`src/rtl/control_sequencer.sv`:
```
// control_sequencer: multi-cycle instruction sequencer (FETCH/DECODE/IMM/EXEC/MEM/HALT).
// Outputs are a Moore decode of the state and the instruction latched in DECODE.
// Branch PS also depends on the live Z/N/Cout flags during EXEC.
// While clear is high every output is forced to 0 asynchronously.
// Optional feature macro: CTRL_STACK_EN enables PUSH/POP decode. When it is
// undefined, those sub-ops are NOPs and SS stays 00.
module control_sequencer #(
    parameter bit IMM_SEXT = 1'b1
) (
    input  logic        clock_50,
    input  logic        clear,
    input  logic [15:0] IR,
    input  logic        Z,
    input  logic        N,
    input  logic        Cout,
    output logic [1:0]  PS,
    output logic        IR_L,
    output logic [2:0]  AA,
    output logic [2:0]  BA,
    output logic [2:0]  DA,
    output logic        WR,
    output logic        MW,
    output logic        MA,
    output logic        Cin,
    output logic [4:0]  FS,
    output logic [4:0]  MD,
    output logic [1:0]  SS,
    output logic [15:0] k,
    output logic        halted
);

    localparam logic [1:0] PS_HOLD = 2'b00;
    localparam logic [1:0] PS_INC  = 2'b01;
    localparam logic [1:0] PS_REL  = 2'b10;
    localparam logic [1:0] PS_ABS  = 2'b11;
    localparam logic [4:0] MD_ALU  = 5'b00100;
    localparam logic [4:0] MD_MEM  = 5'b01000;
`ifdef CTRL_STACK_EN
    localparam logic [4:0] MD_STK  = 5'b10000;
    localparam logic [1:0] SS_PUSH = 2'b01;
    localparam logic [1:0] SS_POP  = 2'b10;
`endif
    localparam logic [4:0] FS_SUB  = 5'b10110;
    localparam logic [4:0] FS_NEG  = 5'b10011;

    typedef enum logic [2:0] {
        S_FETCH  = 3'd0,
        S_DECODE = 3'd1,
        S_IMM    = 3'd2,
        S_EXEC   = 3'd3,
        S_MEM    = 3'd4,
        S_HALT   = 3'd5
    } state_t;

    state_t      state;
    state_t      state_d;
    logic        active;
    logic [15:0] instr_q;

    logic [1:0]  cls_d;
    logic [2:0]  sub_d;
    logic [1:0]  cls_q;
    logic [2:0]  sub_q;
    logic        mem_op;
    logic [15:0] imm_word;

    assign cls_d = IR[15:14];
    assign sub_d = IR[13:11];
    assign cls_q = instr_q[15:14];
    assign sub_q = instr_q[13:11];

    // Narrow immediates keep only the low byte.
    assign imm_word = IMM_SEXT ? IR : {8'h00, IR[7:0]};

    // Instructions that need a MEM writeback cycle after EXEC.
`ifdef CTRL_STACK_EN
    assign mem_op = (cls_q == 2'b10) && ((sub_q == 3'b001) || (sub_q == 3'b011));
`else
    assign mem_op = (cls_q == 2'b10) && (sub_q == 3'b001);
`endif

    // State register; 'active' holds the FSM idle at FETCH for the first edge after clear.
    always_ff @(posedge clock_50 or posedge clear) begin
        if (clear) begin
            state   <= S_FETCH;
            active  <= 1'b0;
            instr_q <= 16'h0000;
        end else begin
            active <= 1'b1;
            state  <= state_d;
            if (active && (state == S_DECODE)) begin
                instr_q <= IR;
            end
        end
    end

    // Next-state and Moore output decode.
    always_comb begin
        state_d = state;
        PS      = PS_HOLD;
        IR_L    = 1'b0;
        AA      = 3'b000;
        BA      = 3'b000;
        DA      = 3'b000;
        WR      = 1'b0;
        MW      = 1'b0;
        MA      = 1'b0;
        Cin     = 1'b0;
        FS      = 5'b00000;
        MD      = 5'b00000;
        SS      = 2'b00;
        k       = 16'h0000;
        halted  = 1'b0;

        if (!active) begin
            state_d = S_FETCH;
        end else begin
            case (state)
                S_FETCH: begin
                    IR_L    = 1'b1;
                    PS      = PS_INC;
                    state_d = S_DECODE;
                end
                S_DECODE: begin
                    if ((cls_d == 2'b01) || ((cls_d == 2'b11) && (sub_d <= 3'b011))) begin
                        state_d = S_IMM;
                    end else if ((cls_d == 2'b11) && (sub_d == 3'b111)) begin
                        state_d = S_HALT;
                    end else begin
                        state_d = S_EXEC;
                    end
                end
                S_IMM: begin
                    IR_L    = 1'b1;
                    PS      = PS_INC;
                    state_d = S_EXEC;
                end
                S_EXEC: begin
                    state_d = mem_op ? S_MEM : S_FETCH;
                    case (cls_q)
                        2'b00, 2'b01: begin
                            FS  = instr_q[13:9];
                            DA  = instr_q[8:6];
                            AA  = instr_q[5:3];
                            BA  = instr_q[2:0];
                            WR  = 1'b1;
                            MD  = MD_ALU;
                            Cin = (instr_q[13:9] == FS_SUB) || (instr_q[13:9] == FS_NEG);
                            if (cls_q == 2'b01) begin
                                MA = 1'b1;
                                k  = imm_word;
                            end
                        end
                        2'b10: begin
                            case (sub_q)
                                3'b000: begin
                                    MW = 1'b1;
                                    AA = instr_q[5:3];
                                    BA = instr_q[2:0];
                                end
                                3'b001: AA = instr_q[5:3];
`ifdef CTRL_STACK_EN
                                3'b010: begin
                                    SS = SS_PUSH;
                                    BA = instr_q[2:0];
                                end
                                3'b011: SS = SS_POP;
`endif
                                default: ;
                            endcase
                        end
                        default: begin
                            case (sub_q)
                                3'b000, 3'b001, 3'b010: begin
                                    if (((sub_q == 3'b000) && Z) ||
                                        ((sub_q == 3'b001) && N) ||
                                        ((sub_q == 3'b010) && Cout)) begin
                                        PS = PS_REL;
                                        k  = IR;
                                    end
                                end
                                3'b011: begin
                                    PS = PS_ABS;
                                    AA = instr_q[5:3];
                                end
                                default: ;
                            endcase
                        end
                    endcase
                end
                S_MEM: begin
                    state_d = S_FETCH;
                    WR      = 1'b1;
                    DA      = instr_q[8:6];
`ifdef CTRL_STACK_EN
                    MD      = (sub_q == 3'b001) ? MD_MEM : MD_STK;
`else
                    MD      = MD_MEM;
`endif
                end
                S_HALT: begin
                    halted = 1'b1;
                end
                default: state_d = S_FETCH;
            endcase
        end
    end

endmodule

```
`config.mk`:
```
export PLATFORM = sky130hd
export DESIGN_NAME = control_sequencer
export DESIGN_NICKNAME = d
export VERILOG_FILES = /design/src/rtl/control_sequencer.sv
export SDC_FILE = /design/constraint.sdc
export NUM_CORES = 1
export LEC_CHECK = 0
export CAP_MARGIN = 20
export CORE_MARGIN = 5
export CORE_UTILIZATION = 37
export DETAILED_ROUTE_END_ITERATION = 10
export PLACE_DENSITY = 0.87
export SKIP_LAST_GASP = 1
export SLEW_MARGIN = 40
export SYNTH_ARGS = -nofsm -noshare
export SYNTH_HDL_FRONTEND = slang
export SYNTH_SLANG_ARGS = --single-unit
```
`constraint.sdc`:
```
create_clock -name clock_50 -period 1.7 [get_ports clock_50]
set_clock_uncertainty 0.05 [all_clocks]
set_input_delay 0.34 -clock clock_50 [delete_from_list [all_inputs] [get_ports clock_50]]
set_output_delay 0.34 -clock clock_50 [all_outputs]
set_load 0.05 [all_outputs]
```
==> impl_metrics.env <==
export IMPL_status="complete, but fails checks"
export IMPL_violations="negative setup slack"
export IMPL_areaGrowthSynthToFinish_pct=141
export IMPL_slew_viol_final=0
export IMPL_synth_top_family_by_area="simple AND/OR/NAND/NOR gates"
export IMPL_fin_nets=264
export IMPL_drive_gt1_frac=0.707
export IMPL_dp_slack_ns=-0.626
export IMPL_insertion_delay_ns=0.29
export IMPL_firstDrtPassIters=4
export IMPL_avgViaCountPerCell=5.65
export IMPL_cts_tree="built"
export IMPL_grt_pass1_wl_mm=10.8
export IMPL_ff2ff_setup_slack_ns=-0.14
export IMPL_setup_viol=56
export IMPL_muxShareOfSynthArea=0.161
export IMPL_finalWorstSetupSlack_ns=-0.575
export IMPL_p_leak_nw=1.45
export IMPL_drcViolationCount=0
export IMPL_num_io_pins=66
export IMPL_rsz0062_at_grt="yes"
export IMPL_fillers=105
export IMPL_final_antenna_net_count=0
export IMPL_max_freq_mhz=440
export IMPL_post_dp_cell_area_mm2=0.00294
export IMPL_synth_adder_area_share=0
export IMPL_portBuffers=60
export IMPL_fin_cells=290
export IMPL_crit_required_ns=1.31
export IMPL_grt_overflow=0
export IMPL_finalHoldViolCount=0
export IMPL_worstSetupStartpointType="flip-flop"
export IMPL_cp_max_fo=9
export IMPL_core_mm2=0.00369
export IMPL_final_area_mm2=0.00341
export IMPL_vias=1639
export IMPL_cp_arrival_ns=1.89
export IMPL_critPathKind="reg2out"
export IMPL_htreeDepth=1
export IMPL_track_usage=0.282
export IMPL_root_buffer="clkbuf_8"
export IMPL_dp_cells=266
export IMPL_synth_simple_gate_area_frac=0.286
export IMPL_cts_reportedPaths_clkPinSlew_ns=0.09
export IMPL_r2r_end="instr_q[7]"
export IMPL_rows=22
export IMPL_clk_path_buf_depth=2
export IMPL_period_needed_ns=2.28
export IMPL_clkSinkCount=20
export IMPL_initial_utilization=0.384
export IMPL_ys_seq_area_frac=0.354
export IMPL_die_w_um=71.8
export IMPL_endpoint_kind="output port"
export IMPL_cts_buffers=3
export IMPL_synth_cells=139
export IMPL_r2r_start="active"
export IMPL_ys_ff_latch=20
export IMPL_hpwlAfterDp_mm=4.32
export IMPL_dieArea_mm2=0.00516
export IMPL_synth_compound_area_frac=0.0725
export IMPL_grt_max_degree=21
export IMPL_synth_area_per_cell_um2=10.2
export IMPL_die_h_um=71.8
export IMPL_netlist_cell_type_count=43
export IMPL_grt_pass1_vias=1702
export IMPL_antennaDiodeCount=0
export IMPL_fin_crit_sh=1.34
export IMPL_drtIter0Drc=141
export IMPL_drt_total_wl_mm=8.28
export IMPL_rr_worst_depth=7
export IMPL_syn_area_mm2=0.00142
export IMPL_synth_xor_area_frac=0.0124
export IMPL_hold_class="in2async"
export IMPL_yosysWarnings=0
export IMPL_antenna_found_initial=0
export IMPL_powerDensity_mw_per_mm2=787
export IMPL_maxCapViolations=0
export IMPL_peakVddDrop_mv=0.598
export IMPL_wl_per_cell_um=28.6
export IMPL_gp_congestion=0.826
sequential cells by signal, summed over array words and instances, names as in the netlist:
register,count
active,1
instr_q,16
state,3
critical path, cell delays in order (launching register included):
cell,delay [ns]
dfrtp_1,0.43
mux2i_2,0.20
o311a_4,0.37
buf_12,0.17
nor3b_4,0.25
buf_12,0.17
area by class of cell:
| class | instances | area (um^2) | share of cell area |
|---|---|---|---|
| clock buffers | 3 | 41.3 | 0.0121 |
| flip-flops and latches | 20 | 503 | 0.147 |
| well taps | 48 | 60.1 | 0.0176 |
| multi-input cells | 99 | 1200 | 0.352 |
| repair buffers | 110 | 1540 | 0.451 |
| clock inverters | 1 | 30.0 | 0.00880 |
| inverters | 9 | 36.3 | 0.0106 |
metrics by stage:
| step | total power [mW] | utilization | hold WS [ns] | setup TNS (ns) |
|---|---|---|---|---|
| final | 2.69 | 0.925 | 0.363 | -19.38 |
| after global routing | 2.75 | 0.925 | 0.384 | -21.00 |
| after CTS | 2.45 | 0.881 | 0.359 | -15.89 |
| after detailed placement | 1.85 | 0.797 | 0.449 | -11.16 |
| after global placement | 1.77 | 0.797 | 0.442 | -9.14 |
| after floorplan | 1.42 | - | 0.254 | -6.91 |
power breakdown:
part / internal (mW) / leakage (nW) / switching [mW]
logic: 0.700 / 1.18 / 0.741
registers: 0.595 / 0.236 / 0.132
clock network: 0.316 / 0.0357 / 0.201
total: 1.61 / 1.45 / 1.07
per-layer routing:
metal,track usage,part of all wire
met1,0.344,0.37
met5,0,0
met4,0.119,0.046
met3,0.0575,0.061
met2,0.480,0.53
kinds of logic after synthesis:
kind of cell,Yosys count
xor gates and xnor gates,2
muxes,17
DFF,20
and+or+nand+nor,62
buffers and inverters,24
AOI/OAI and AO/OA,12
other,2
Yosys cell counts (all sizes together):
library cell	n	area (um^2)
xnor2	1	8.76
nand3	1	5.00
nor3	3	15.0
nand4bb	1	11.3
or4	1	11.3
a311o	1	10.0
o2111a	1	11.3
inv	9	33.8
nor2	9	33.8
mux2	16	218
and2	8	50.1
nor4bb	1	10.0
and3	4	30.0
nand2	4	17.5
o311a	1	21.3
xor2	1	8.76
or3	2	12.5
a21oi	2	13.8
mux2i	1	10.0
a211oi	1	7.51
nor2b	1	6.26
conb	2	7.51
nand2b	3	18.8
nand4	1	6.26
o21bai	1	7.51
dfrtp	20	500
and4b	1	10.0
buf	12	109
nor3b	19	143
a31o	1	8.76
nand4b	1	8.76
clkbuf	3	12.5
o211ai	1	7.51
and2b	2	15.0
o21ai	3	15.0
cells in the final DEF, fill, tap and decap left out, types with 5 or more instances in the layout:
master | netlist | routed
buf_12 | 1 | 46
and2_4 | 0 | 8
clkdlybuf4s50_1 | 0 | 18
nor2_4 | 0 | 7
buf_6 | 3 | 17
mux2_2 | 6 | 5
inv_1 | 9 | 7
mux2_4 | 10 | 11
dfrtp_1 | 20 | 18
nor3b_4 | 0 | 18
buf_4 | 6 | 25
conb_1 | 2 | 6
worst max path at each step:
stage / slack, ns / to / from / depth (start not counted)
6_report: -0.58 / k[10] / instr_q[12] / 5
5_1_grt: -0.62 / k[10] / instr_q[12] / 5
4_1_cts: -0.52 / k[11] / instr_q[12] / 6
3_5_place_dp: -0.63 / k[0] / Z / 6
3_3_place_gp: -0.51 / k[0] / Cout / 6
2_1_floorplan: -0.32 / k[10] / instr_q[12] / 4
timing repair:
action,in CTS,in global routing
gates resized for setup,36,17
buffers inserted,9,13
hold buffers,0,0
gates cloned,1,0
pin swaps,19,6
setup endpoints to repair,40,56
(Power assumes the default switching activity.)
